--- src/rtl/fetch_ctrl.sv ---
// ---------------------------------------------------------------------------
// fetch_ctrl -- instruction fetch controller with a small prefetch buffer.
//
// A three-state FSM (IDLE / RUN / HALT) walks a byte-addressed PC through an
// instruction memory that answers combinationally. Each fetched word is
// pushed, together with its PC, into a DEPTH-entry circular buffer. The head
// of the buffer is offered to the consumer with a valid/ready handshake.
// A redirect flushes the buffer and reloads the PC in a single cycle.
//
// Parameters
//   RESET_PC  PC loaded on reset (word aligned).
//   DEPTH     prefetch buffer entries; 2 or 4 (power of two, so pointers
//             wrap naturally).
//
// Ports
//   clk             clock, all state changes on the rising edge
//   rst             synchronous active-high reset
//   run             1 = fetching permitted, 0 = halt requested
//   mem_addr        byte address to instruction memory (always == pc)
//   mem_instr       instruction word at mem_addr, same cycle
//   redirect_valid  one-cycle pulse: taken jump/branch
//   redirect_pc     target byte address (low two bits ignored)
//   out_valid       buffer head holds an instruction
//   out_ready       consumer accepts the head this cycle
//   out_instr       instruction at buffer head (0 when empty)
//   out_pc          PC of out_instr (0 when empty)
//   state           FSM state: 0 = IDLE, 1 = RUN, 2 = HALT
//   fetch_count     saturating count of words pushed since reset
// ---------------------------------------------------------------------------
module fetch_ctrl #(
   parameter logic [31:0] RESET_PC = 32'h0000_0000,
   parameter int          DEPTH    = 2
) (
   input  logic        clk,
   input  logic        rst,
   input  logic        run,
   output logic [31:0] mem_addr,
   input  logic [31:0] mem_instr,
   input  logic        redirect_valid,
   input  logic [31:0] redirect_pc,
   output logic        out_valid,
   input  logic        out_ready,
   output logic [31:0] out_instr,
   output logic [31:0] out_pc,
   output logic [1:0]  state,
   output logic [31:0] fetch_count
);

   localparam int PW = $clog2(DEPTH);
   localparam int CW = $clog2(DEPTH + 1);

   typedef enum logic [1:0] {
      IDLE = 2'd0,
      RUN  = 2'd1,
      HALT = 2'd2
   } state_t;

   state_t        st;
   logic [31:0]   pc;
   logic [PW-1:0] head;
   logic [PW-1:0] tail;
   logic [CW-1:0] count;
   logic          push;
   logic          pop;

   logic [31:0]   fifo_pc    [DEPTH];
   logic [31:0]   fifo_instr [DEPTH];

   // ------------------------------------------------------------------------
   // Handshake decode. A redirect suppresses both push and pop so the flush
   // cannot race with a transfer. A full buffer can still accept a push when
   // the head leaves in the same cycle, which gives one word per cycle.
   // ------------------------------------------------------------------------
   // NOTE: every signal driven here gets a default first, so no path through
   // the block leaves it unassigned and no latch is inferred.
   always_comb begin
      push = 1'b0;
      pop  = 1'b0;
      if (!redirect_valid) begin
         pop  = (count != '0) && out_ready;
         push = (st == RUN) && run && ((count != CW'(DEPTH)) || pop);
      end
   end

   assign mem_addr  = pc;
   assign out_valid = (count != '0);
   assign out_instr = out_valid ? fifo_instr[head] : 32'h0;
   assign out_pc    = out_valid ? fifo_pc[head]    : 32'h0;
   assign state     = st;

   // ------------------------------------------------------------------------
   // Buffer storage. Occupancy is tracked by count, and the outputs are
   // masked while empty, so the stale contents are never observable.
   // ------------------------------------------------------------------------
   // NOTE: the storage array has no reset; clearing it would add a reset
   // path to every bit for no observable benefit.
   always_ff @(posedge clk) begin
      if (!rst && push) begin
         fifo_pc[tail]    <= pc;
         fifo_instr[tail] <= mem_instr;
      end
   end

   // ------------------------------------------------------------------------
   // Control state: FSM, PC, pointers, occupancy and the fetch counter.
   // Priority: rst, then redirect, then normal push/pop and FSM moves.
   // A redirect holds the FSM where it is.
   // ------------------------------------------------------------------------
   // NOTE: sequential state uses non-blocking assignments so every register
   // samples the pre-edge values, independent of statement order.
   always_ff @(posedge clk) begin
      if (rst) begin
         st          <= IDLE;
         pc          <= RESET_PC;
         head        <= '0;
         tail        <= '0;
         count       <= '0;
         fetch_count <= 32'h0;
      end else if (redirect_valid) begin
         pc    <= redirect_pc & ~32'h3;
         head  <= '0;
         tail  <= '0;
         count <= '0;
      end else begin
         if (push) begin
            pc   <= pc + 32'd4;       // modulo 2^32: FFFFFFFC wraps to 0
            tail <= tail + PW'(1);
            if (fetch_count != 32'hFFFF_FFFF)
               fetch_count <= fetch_count + 32'd1;
         end

         if (pop)
            head <= head + PW'(1);

         if (push && !pop)
            count <= count + CW'(1);
         else if (pop && !push)
            count <= count - CW'(1);

         case (st)
            IDLE:    if (run)  st <= RUN;
            RUN:     if (!run) st <= HALT;
            HALT:    if (run)  st <= RUN;
            default: st <= IDLE;
         endcase
      end
   end

endmodule

--- config.mk ---
export PLATFORM = sky130hd
export DESIGN_NAME = fetch_ctrl
export DESIGN_NICKNAME = d
export VERILOG_FILES = /design/src/rtl/fetch_ctrl.sv
export SDC_FILE = /design/constraint.sdc
export NUM_CORES = 1
export LEC_CHECK = 0
export ABC_CLOCK_PERIOD_IN_PS = 8900
export CORE_AREA = 2 2 132 134
export DETAILED_ROUTE_END_ITERATION = 16
export DIE_AREA = 0 0 134 136
export GPL_ROUTABILITY_DRIVEN = 0
export PLACE_DENSITY = 0.79
export SYNTH_ARGS = -nofsm -noshare
export SYNTH_HDL_FRONTEND = slang
export SYNTH_SLANG_ARGS = --single-unit
--- constraint.sdc ---
create_clock -name clk -period 8.9 [get_ports clk]
set_input_delay 1.335 -clock clk [delete_from_list [all_inputs] [get_ports clk]]
set_output_delay 1.335 -clock clk [all_outputs]
set_load 0.005 [all_outputs]
==> metrics.md, run 1 <==
| Metric | Value |
|---|---|
| Lkg Pwr | `approximately 0.0034 uW` |
| Final core utilization | `between 60% and 70%` |
| Share of power burned in registers | `53.8%` |
| Post-route ant nets | `0` |
| Post-synthesis mux area share | `under 10%` |
| Combinational power share | `5.8%` |
| Die Y | `around 140 um` |
| First-pass iteration count of the detailed router | `5` |
| Clk pin slew, worst setup/hold paths | `approximately 0.07 ns` |
| Final HPWL from detailed placement | `approximately 13 mm` |
| DR vias/cell | `~5.4` |
| Setup TNS | `0 ns` |
| Pwr per Cell Area | `167 nW/um2` |
| Site row count | `48` |
| First-pass GRT wire length | `29.5 mm` |
| Post-layout min period | `3.85 ns` |
| CP Max Fanout | `62` |
| Input/output buffers | `193` |
| Worst EP arrival | `approximately 2.5 ns` |
| Clk sink count | `approximately 190` |
| Starting Density | `48.9%` |
| DR WL/cell | `roughly 17 um` |
| Synthesized flop and latch total | `193` |
| Worst Max-Slew Pin Slew | `between 1 and 1.5 ns` |
| RSZ-0062 raised after global routing | `false` |
| Max clock buf depth | `2` |
| DRC | `0` |
| Status | `complete, no violations` |
| WS Path Type | `reg2out` |
| # hold bufs at CTS | `0` |
| Num CTS Buffers | `17` |
| Max-Cap Viols | `0` |
| Cell Int Power | `~1400 uW` |
| Postcts setup bufs | `0` |
| Worst path depth | `4` |
| P&R area growth vs syn | `32.7%` |
| Fmax | `between 200 and 300 MHz` |
| Iteration-0 DRC count of the detailed router | `between 300 and 400` |
| Distinct cells, synth | `51` |
| Pin count of the biggest net entering global routing | `slightly below 80` |
| Fin. max-slew vios | `0` |
| H-Tree Depth | `4` |
| Max_slew headroom | `approximately a quarter` |
| Most frequent cell after synthesis | `edfxtp_1` |
| Total grt overflow | `0` |
| Sw Share | `~23%` |
| FFs w/ async S/R, synth | `0%` |
| Synth top area share | `45.1%` |
| Die width | `around 130 um` |
| Hold crit path type | `reg2reg` |
| CP Cell Sequence | `buf_4 > mux2i_1 > nor2_1 > clkdlybuf4s50_1` |
| Required @ worst endpoint | `7.57 ns` |
| # nets final | `960` |
| Via count | `~6.1k` |
| Seq/Total Area, Yosys | `between 60% and 70%` |
| Leading post-synthesis cells by cell area | `edfxtp_1 (45%), dfxtp_1 (17%), mux2i_1 (7.8%)` |
| # IOs | `200` |
| Total chip power | `1830 uW` |
| Slowest-stage cell, CP | `buf_4` |
| CTS tree | `yes` |
| Area leader, netlist | `edfxtp_1` |
| Critical Path End | `out_pc[9]` |
| Post_cts resized | `0` |
| CP peak stage delay | `0.75 ns` |
| Core Region | `16,900 um2` |
| FF-to-FF setup slack | `6.16 ns` |
| Share of cells above drive strength 1 | `5.66%` |
| Final setup violation count | `0` |
| Initial antenna violation count | `1` |
| CP endpoint kind | `output pin` |
| CP Buf/Inv Count | `2` |
| Die Footprint | `18,200 um2` |
| XOR/XNOR Fraction of Synth Area | `approximately 4.2%` |
| Adder-cell share of the synthesized area | `less than 1%` |
| Final hold slack | `between 0.5 and 0.6 ns` |
| Tcrit/Tclk final | `between 40% and 50%` |
| Largest family of logic cells by synthesized area | `simple AND/OR/NAND/NOR gates` |
| Ys Warns | `0` |
| Commonest cells post-synth | `edfxtp_1 (124), nor2_1 (113), dfxtp_1 (69)` |
| Worst Reg-to-Reg Cells | `5` |
| Reg-to-Reg End | `fetch_count[11]` |
| Syn Inst Count | `roughly 710` |
| Final Hold Vio Count | `0` |
| Mapped cell area | `8250 um2` |
| Avg Cell Area, Syn | `between 10 and 15 um2` |
| Vias in the first global route | `~5.7k` |
| Peak supply drop | `~130 uV` |
| Post-synth EDFFs | `124` |
| CP delay by family, top | `buffers and inverters` |
| Prevailing post-synth register cell | `edfxtp_1` |
| CTS root buf | `clkbuf_16` |
| Simple-gate share of the synthesized area | `~16%` |
| Post-Route WL | `19.2 mm` |
| P_sw | `~420 uW` |
| Worst R2R Start | `fetch_count[17]` |
| Clock network fraction of design power | `40.3%` |
| Complex-gate fraction of the synthesized area | `between 6 and 7%` |
| Setup Skew | `~0.0051 ns` |
| Skew-Pair Late Insertion Delay | `0.42 ns` |
| Critical Path Start Type | `register` |
| Gr usage total | `between 20% and 30%` |
## state kept, by name (all words and copies together) (netlist names), named ones only
signal       flops
tail             1
mem_addr        30
fifo_instr      64
fetch_count     32
fifo_pc         60
count            2
state            2
head             1
## power groups by stage
| stage | Combinational [uW] | Clock [uW] | Sequential (uW) |
|---|---|---|---|
| finish | 107 | 738 | 984 |
| global route | 116 | 785 | 986 |
| CTS | 108 | 753 | 984 |
| detailed placement | 107 | 0 | 1000 |
| global placement | 105 | 0 | 1000 |
| floorplan | 38.9 | 0 | 1000 |
## how the worst min path moves through the flow
| stage | cells past startpoint | endpoint | slack, ns | startpoint |
|---|---|---|---|---|
| after floorplan | 2 | fetch_count[12] | 0.48 | fetch_count[12] |
| after global placement | 2 | fetch_count[16] | 0.48 | fetch_count[16] |
| after detailed placement | 2 | fetch_count[12] | 0.48 | fetch_count[12] |
| after CTS | 2 | fetch_count[12] | 0.50 | fetch_count[12] |
| after global routing | 2 | fetch_count[16] | 0.51 | fetch_count[16] |
| final | 2 | fetch_count[12] | 0.50 | fetch_count[12] |
## cells in the final DEF, fill, tap and decap left out, drive strengths merged, types with 3 or more instances in the layout
| cell type | instances |
|---|---|
| mux2i | 64 |
| a21oi | 23 |
| nand3 | 23 |
| o31ai | 9 |
| or3 | 12 |
| a311oi | 3 |
| clkbuf | 18 |
| o21ai | 16 |
| nor3 | 15 |
| and3 | 3 |
| nor2b | 3 |
| nor2 | 113 |
| xnor2 | 21 |
| nor3b | 3 |
| xor2 | 19 |
| ha | 3 |
| o211ai | 5 |
| dfxtp | 69 |
| nor4 | 16 |
| nand2 | 32 |
| or4 | 15 |
| conb | 4 |
| buf | 8 |
| clkdlybuf4s50 | 192 |
| clkinv | 6 |
| edfxtp | 124 |
| nand4 | 19 |
| inv | 21 |
| a211oi | 21 |
## cells by family (layout without fill, tap and decap cells)
| kind of cell | count (synthesis) | count (layout) |
|---|---|---|
| AND/OR/NAND/NOR | 267 | 267 |
| flip-flops | 193 | 193 |
| AO/OA/AOI/OAI | 83 | 83 |
| multiplexers | 66 | 66 |
| buffers and inverters | 56 | 245 |
| XOR/XNOR | 40 | 40 |
| adder cells (fa/ha/maj) | 3 | 3 |
| other | 1 | 5 |
## layout make-up
cell class	count	area (um2)
multi-input combinational	463	2940
timing repair buffer	200	1980
tap	225	282
fill	1327	5930
antenna	1	2.50
clock inverter	14	155
sequential	193	5110
clock buffer	18	429
inverter	13	48.8
## worst reg2reg max path, cell delays in order (launching register included)
cell	delay [ns]
dfxtp_1	0.46
nand4_1	0.21
or4_1	0.75
o31ai_2	0.80
nor3_1	0.12
mux2_2	0.30
## metal layers
metal	up-vias	track usage [%]	routed length, um
li1	2975	-	-
met1	2899	25.4	7980
met2	205	35.8	9440
met3	16	7.35	1580
met4	0	6.44	202
met5	-	0	0
## stage by stage
stage          instances  worst slack (ns)  area [um2]
6_report            1127              5.05       10900
3_5_place_dp        1094              4.79       10400
5_1_grt             1126              4.88       10900
3_3_place_gp        1094              4.81       10400
4_1_cts             1126              5.04       10900
2_1_floorplan        712              1.91        8260
Note: power is estimated with default switching activity, not from simulation.
==> run 2: changes to the inputs <==
ABC_CLOCK_PERIOD_IN_PS = 4000   (was 8900)
clock period = 4 ns   (was 8.9 ns; I/O delays follow)
==> metrics.md, run 2 (same netlist as run 1, synthesis figures left out) <==
| Metric | Value |
|---|---|
| Status | `complete, no violations (unchanged)` |
| Hold EP | `fetch_count[12] (unchanged)` |
| Hold crit path type | `reg2reg (unchanged)` |
| Worst EP arrival | `2.40 ns (was 2.51 ns)` |
| Site row count | `48 (unchanged)` |
| Max clock buf depth | `2 (unchanged)` |
| # hold bufs at CTS | `0 (unchanged)` |
| P_sw | `920 uW (was 423 uW)` |
| CTS tree | `yes (unchanged)` |
| First-pass GRT wire length | `29.7 mm (was 29.5 mm)` |
| Hold_sp | `fetch_count[12] (unchanged)` |
| Reg-to-Reg End | `fetch_count[11] (unchanged)` |
| Pin count of the biggest net entering global routing | `67 (was 78)` |
| Sw Share | `22.8% (was 23.2%)` |
| Largest Register | `fifo_instr (unchanged)` |
| Post-route ant nets | `0 (unchanged)` |
| Pwr per Cell Area | `367 nW/um2 (was 167 nW/um2)` |
| Die Footprint | `18,200 um2 (unchanged)` |
| Required @ worst endpoint | `3.40 ns (was 7.57 ns)` |
| Setup TNS | `0 ns (unchanged)` |
| Num CTS Buffers | `17 (unchanged)` |
| Vias in the first global route | `5,689 (was 5,668)` |
| CP Max Fanout | `39 (was 62)` |
| DR WL/cell | `17.1 um (was 17.0 um)` |
| Iteration-0 DRC count of the detailed router | `340 (was 304)` |
| Peak supply drop | `307 uV (was 128 uV)` |
| First-pass iteration count of the detailed router | `5 (unchanged)` |
| RSZ-0062 raised after global routing | `false (unchanged)` |
| Most frequent cells in the layout | `clkdlybuf4s50_1 (192), edfxtp_1 (124), nor2_1 (112), dfxtp_1 (68), mux2i_1 (64) (unchanged)` |
| P&R area growth vs syn | `33.2% (was 32.7%)` |
| Gr usage total | `21.1% (about the same)` |
| Max-Cap Viols | `0 (unchanged)` |
| Largest register FFs | `64 (unchanged)` |
| Share of cells above drive strength 1 | `5.66% (unchanged)` |
| Lkg Pwr | `0.00343 uW (about the same)` |
| Via count | `6,130 (was 6,095)` |
| Cell Int Power | `3110 uW (was 1410 uW)` |
| Max_slew headroom | `41.5% (was 25.0%)` |
| CP endpoint kind | `output pin (unchanged)` |
| Setup Skew | `0.00923 ns (was 0.00510 ns)` |
| Worst Max-Slew Pin Slew | `0.872 ns (was 1.13 ns)` |
| ANT cells | `0 (was 1)` |
| Core Region | `16,900 um2 (unchanged)` |
| Skew-Pair Late Insertion Delay | `0.43 ns (was 0.42 ns)` |
| Share of power burned in registers | `54.3% (was 53.8%)` |
| Starting Density | `48.9% (unchanged)` |
| # IOs | `200 (unchanged)` |
| H-Tree Depth | `4 (unchanged)` |
| DR vias/cell | `5.44 (was 5.41)` |
| Die width | `134 um (unchanged)` |
| Filler cells | `1,306 (was 1,327)` |
| Hold Crit Depth | `2 (unchanged)` |
| Die Y | `136 um (unchanged)` |
| Final hold slack | `0.502 ns (was 0.505 ns)` |
| Final HPWL from detailed placement | `13.1 mm (was 13.0 mm)` |
| Post-layout min period | `~3 ns` |
| # nets final | `960 (unchanged)` |
| FF-to-FF setup slack | `1.19 ns (was 6.16 ns)` |
| Combinational power share | `5.9% (was 5.8%)` |
| Total grt overflow | `0 (unchanged)` |
| Tcrit/Tclk final | `74.9%` |
| WS Path Type | `reg2out (unchanged)` |
| DRC | `0 (unchanged)` |
| Initial antenna violation count | `1 (unchanged)` |
| CTS root buf | `clkbuf_16 (unchanged)` |
| Biggest regs | `fifo_instr: 64 flops, fifo_pc: 60 flops, fetch_count: 32 flops (unchanged)` |
| Commonest non-fill, non-tap cell in the layout | `clkdlybuf4s50_1 (unchanged)` |
| Clk sink count | `193 (unchanged)` |
| Worst R2R Start | `fetch_count[17] (unchanged)` |
| Final setup violation count | `0 (unchanged)` |
| Fmax | `roughly 330 MHz` |
| Critical Path Start Type | `register (unchanged)` |
| Final Hold Vio Count | `0 (unchanged)` |
| Fin. max-slew vios | `0 (unchanged)` |
| Input/output buffers | `193 (unchanged)` |
| Post_cts resized | `0 (unchanged)` |
| Postcts setup bufs | `0 (unchanged)` |
| Clock network fraction of design power | `39.7% (was 40.3%)` |
| Post-Route WL | `19.3 mm (was 19.2 mm)` |
| Worst Reg-to-Reg Cells | `5 (unchanged)` |
| Clk pin slew, worst setup/hold paths | `0.07 ns (about the same)` |
[run 2: final cells by class]
cell class,instances,area (um2),share of cell area (%)
clock inverters,15,138,1.25
well taps,225,282,2.56
repair buffers,200,2030,18.5
clock buffers,17,425,3.87
flip-flops and latches,193,5110,46.5
inverters,13,48.8,0.444
multi-input cells,463,2960,26.9
[run 2: critical path, stage by stage, from the launching register on]
cell and delay, ns:
dfxtp_4 0.80, buf_12 0.29, mux2i_1 0.24, nor2_1 0.07
clkdlybuf4s50_1 0.48
[run 2: layer usage]
metal,global-route usage (%),wire length [um],vias to the layer above,part of all wire [%]
li1,-,-,2970,-
met1,26.1,7900,2926,41
met2,35.7,9370,205,49
met3,5.85,1660,29,8.6
met4,7.57,346,0,1.8
met5,0,0,-,0
[run 2: worst max-delay path by stage]
stage,end,slack [ns]
6_report,out_instr[17],1.00
5_1_grt,out_instr[17],0.93
4_1_cts,out_instr[17],1.02
3_5_place_dp,fetch_count[30],0.89
3_3_place_gp,fetch_count[30],0.97
2_1_floorplan,fifo_instr[1][0],0.73
[run 2: power groups by stage]
stage,Sequential [uW],Combinational [uW],Clock [uW]
after detailed placement,2240,241,0
after CTS,2190,242,1630
after global routing,2200,260,1700
after global placement,2230,236,0
final,2190,240,1600
after floorplan,2220,87.6,0
[run 2: stage by stage]
stage                     area, um2  worst slack (ns)  instances  utilization [%]  total power, uW
after floorplan                8280             0.727        712                -             2310
after global placement        10400             0.968       1094             61.8             2470
after detailed placement      10400             0.888       1094             61.8             2480
after CTS                     11000              1.02       1126             65.1             4060
after global routing          11000             0.930       1126             65.1             4150
final                         11000              1.00       1126             65.1             4030
==> run 3: changes to the inputs <==
ABC_CLOCK_PERIOD_IN_PS = 2670   (was 4000)
CORE_AREA = 2 2 139 141   (was 2 2 132 134)
DIE_AREA = 0 0 141 143   (was 0 0 134 136)
PLACE_DENSITY = 0.76   (was 0.79)
clock period = 2.67 ns   (was 4 ns; I/O delays follow)
==> metrics.md, run 3 (same netlist as run 1, synthesis figures left out) <==
| Metric | Value |
|---|---|
| Slowest-stage cell, CP | `dfxtp_4 (unchanged)` |
| CTS root buf | `clkbuf_16 (unchanged)` |
| CP peak stage delay | `0.58 ns (was 0.80 ns)` |
| Initial antenna violation count | `2 (was 1)` |
| H-Tree Depth | `4 (unchanged)` |
| DR vias/cell | `5.27 (was 5.44)` |
| Design area | `11,300 um2 (was 11,000 um2)` |
| Setup TNS | `0 ns (unchanged)` |
| Max_slew headroom | `57.7% (was 41.5%)` |
| Die Footprint | `20,200 um2 (was 18,200 um2)` |
| Fmax | `approximately 410 MHz` |
| First-pass GRT wire length | `30.7 mm (was 29.7 mm)` |
| Biggest regs | `fifo_instr: 64 flops, fifo_pc: 60 flops, fetch_count: 32 flops (unchanged)` |
| WS Path Type | `reg2out (unchanged)` |
| Num CTS Buffers | `17 (unchanged)` |
| Placed inst area | `10,700 um2 (was 10,400 um2)` |
| Via count | `6,137 (was 6,130)` |
| Max clock buf depth | `2 (unchanged)` |
| Starting Density | `44.4% (was 48.9%)` |
| Largest register FFs | `64 (unchanged)` |
| Lkg Pwr | `0.00360 uW (was 0.00343 uW)` |
| # hold bufs at CTS | `0 (unchanged)` |
| DR WL/cell | `17.0 um (was 17.1 um)` |
| # nets final | `989 (was 960)` |
| Iteration-0 DRC count of the detailed router | `267 (was 340)` |
| Worst EP arrival | `2.03 ns (was 2.40 ns)` |
| Total grt overflow | `0 (unchanged)` |
| Register Area | `5110 um2 (about the same)` |
| CP endpoint kind | `output pin (unchanged)` |
| Peak supply drop | `462 uV (was 307 uV)` |
| Fin. max-slew vios | `0 (unchanged)` |
| Core Region | `18,600 um2 (was 16,900 um2)` |
| Post_cts resized | `0 (unchanged)` |
| Skew-Pair Late Insertion Delay | `0.43 ns (about the same)` |
| Hold crit path type | `in2reg (was reg2reg)` |
| RSZ-0062 raised after global routing | `false (unchanged)` |
| Most frequent cells in the layout | `clkdlybuf4s50_1 (192), edfxtp_1 (124), nor2_1 (112), dfxtp_1 (66), mux2i_1 (64) (was clkdlybuf4s50_1 (192), edfxtp_1 (124), nor2_1 (112), dfxtp_1 (68), mux2i_1 (64))` |
| Tcrit/Tclk final | `about nine tenths` |
| Input/output buffers | `193 (unchanged)` |
| # IOs | `200 (unchanged)` |
| Gr usage total | `19.7% (was 21.1%)` |
| Post-layout min period | `2.43 ns` |
| Die width | `141 um (was 134 um)` |
| Post-route ant nets | `0 (unchanged)` |
| Required @ worst endpoint | `2.27 ns (was 3.40 ns)` |
| Setup Skew | `0.0129 ns (was 0.00923 ns)` |
| DRC | `0 (unchanged)` |
| Die Y | `143 um (was 136 um)` |
| Multi-input gate area | `2970 um2 (was 2960 um2)` |
| Worst Max-Slew Pin Slew | `0.630 ns (was 0.872 ns)` |
| Pwr per Cell Area | `547 nW/um2 (was 367 nW/um2)` |
| Pin count of the biggest net entering global routing | `63 (was 67)` |
| Vias in the first global route | `5,838 (was 5,689)` |
| Clk sink count | `193 (unchanged)` |
| CP Cell Sequence | `buf_4 > mux2i_1 > nor2_1 > clkdlybuf4s50_1 (was buf_12 > mux2i_1 > nor2_1 > clkdlybuf4s50_1)` |
| CP Max Fanout | `19 (was 39)` |
| First-pass iteration count of the detailed router | `5 (unchanged)` |
| Final setup violation count | `0 (unchanged)` |
| Final core utilization | `60.8% (was 65.1%)` |
| Postcts setup bufs | `0 (unchanged)` |
| Final Hold Vio Count | `0 (unchanged)` |
| Share of cells above drive strength 1 | `9.03% (was 5.66%)` |
| Filler cells | `1,509 (was 1,306)` |
| Largest Register | `fifo_instr (unchanged)` |
| P&R area growth vs syn | `36.9% (was 33.2%)` |
| Clk pin slew, worst setup/hold paths | `0.07 ns (about the same)` |
| Final HPWL from detailed placement | `13.9 mm (was 13.1 mm)` |
| Critical Path Start Type | `register (unchanged)` |
| Status | `complete, no violations (unchanged)` |
| Post-Route WL | `19.8 mm (was 19.3 mm)` |
| Site row count | `50 (was 48)` |
| Max-Cap Viols | `0 (unchanged)` |
| Commonest non-fill, non-tap cell in the layout | `clkdlybuf4s50_1 (unchanged)` |
| CTS tree | `yes (unchanged)` |
==> run 3: cell types whose count changed in the layout (fill, tap and decap cells not counted), sizes merged <==
| cell | before | now |
|---|---|---|
| clkinvlp | 2 | 0 |
| clkinv | 5 | 8 |
| diode | 0 | 1 |
| buf | 8 | 37 |
| inv | 21 | 20 |
==> run 3: final cells by class <==
cell class / instances / share of cell area (%)
clock buffer: 17 / 3.77
antenna: 1 / 0.0222
tap: 234 / 2.59
sequential: 193 / 45.3
multi-input combinational: 463 / 26.3
clock inverter: 15 / 1.64
inverter: 13 / 0.432
timing repair buffer: 229 / 20.0
==> run 3: critical path: cells and delay by family (launching register included) <==
family,cells,cell delay (ns)
buffers and inverters,2,0.74
flip-flops,1,0.58
multiplexers,1,0.21
AND/OR/NAND/NOR,1,0.06
==> run 3: power by group <==
part / switching, uW / leakage [uW] / internal (uW)
clock network: 1240 / 0.000296 / 1270
registers: 52.7 / 0.00169 / 3210
logic: 166 / 0.00162 / 226
total: 1460 / 0.00360 / 4710
==> run 3: path summary, 6_finish.rpt <==
| check | slack (ns) | from | end | depth (start not counted) |
|---|---|---|---|---|
| setup / recovery | 0.24 | register | out_instr[11] | 4 |
| setup reg to reg | 0.30 | fetch_count[9] | fetch_count[28] | 5 |
| hold reg to reg | 0.50 | fetch_count[27] | fetch_count[27] | 2 |
| hold / removal | 0.36 | rst | fetch_count[3] | 2 |
==> run 3: routing by layer <==
layer  track usage, %  part of all wire (%)  vias up
met4             6.21                   1.4        2
met2             32.7                    47      205
li1                 -                     -     3025
met3             6.37                   8.7       23
met5                0                 0.061        -
met1             24.6                    43     2882
==> run 3: per-stage QoR <==
stage                     setup WS (ns)  hold WS (ns)  total power (uW)  cells
after floorplan                  -0.195         0.479              3470    712
after global placement           0.0244         0.483              3720   1132
after detailed placement        -0.0354         0.489              3730   1132
after CTS                         0.199         0.343              6230   1164
after global routing              0.124         0.371              6390   1164
final                             0.237         0.359              6170   1165
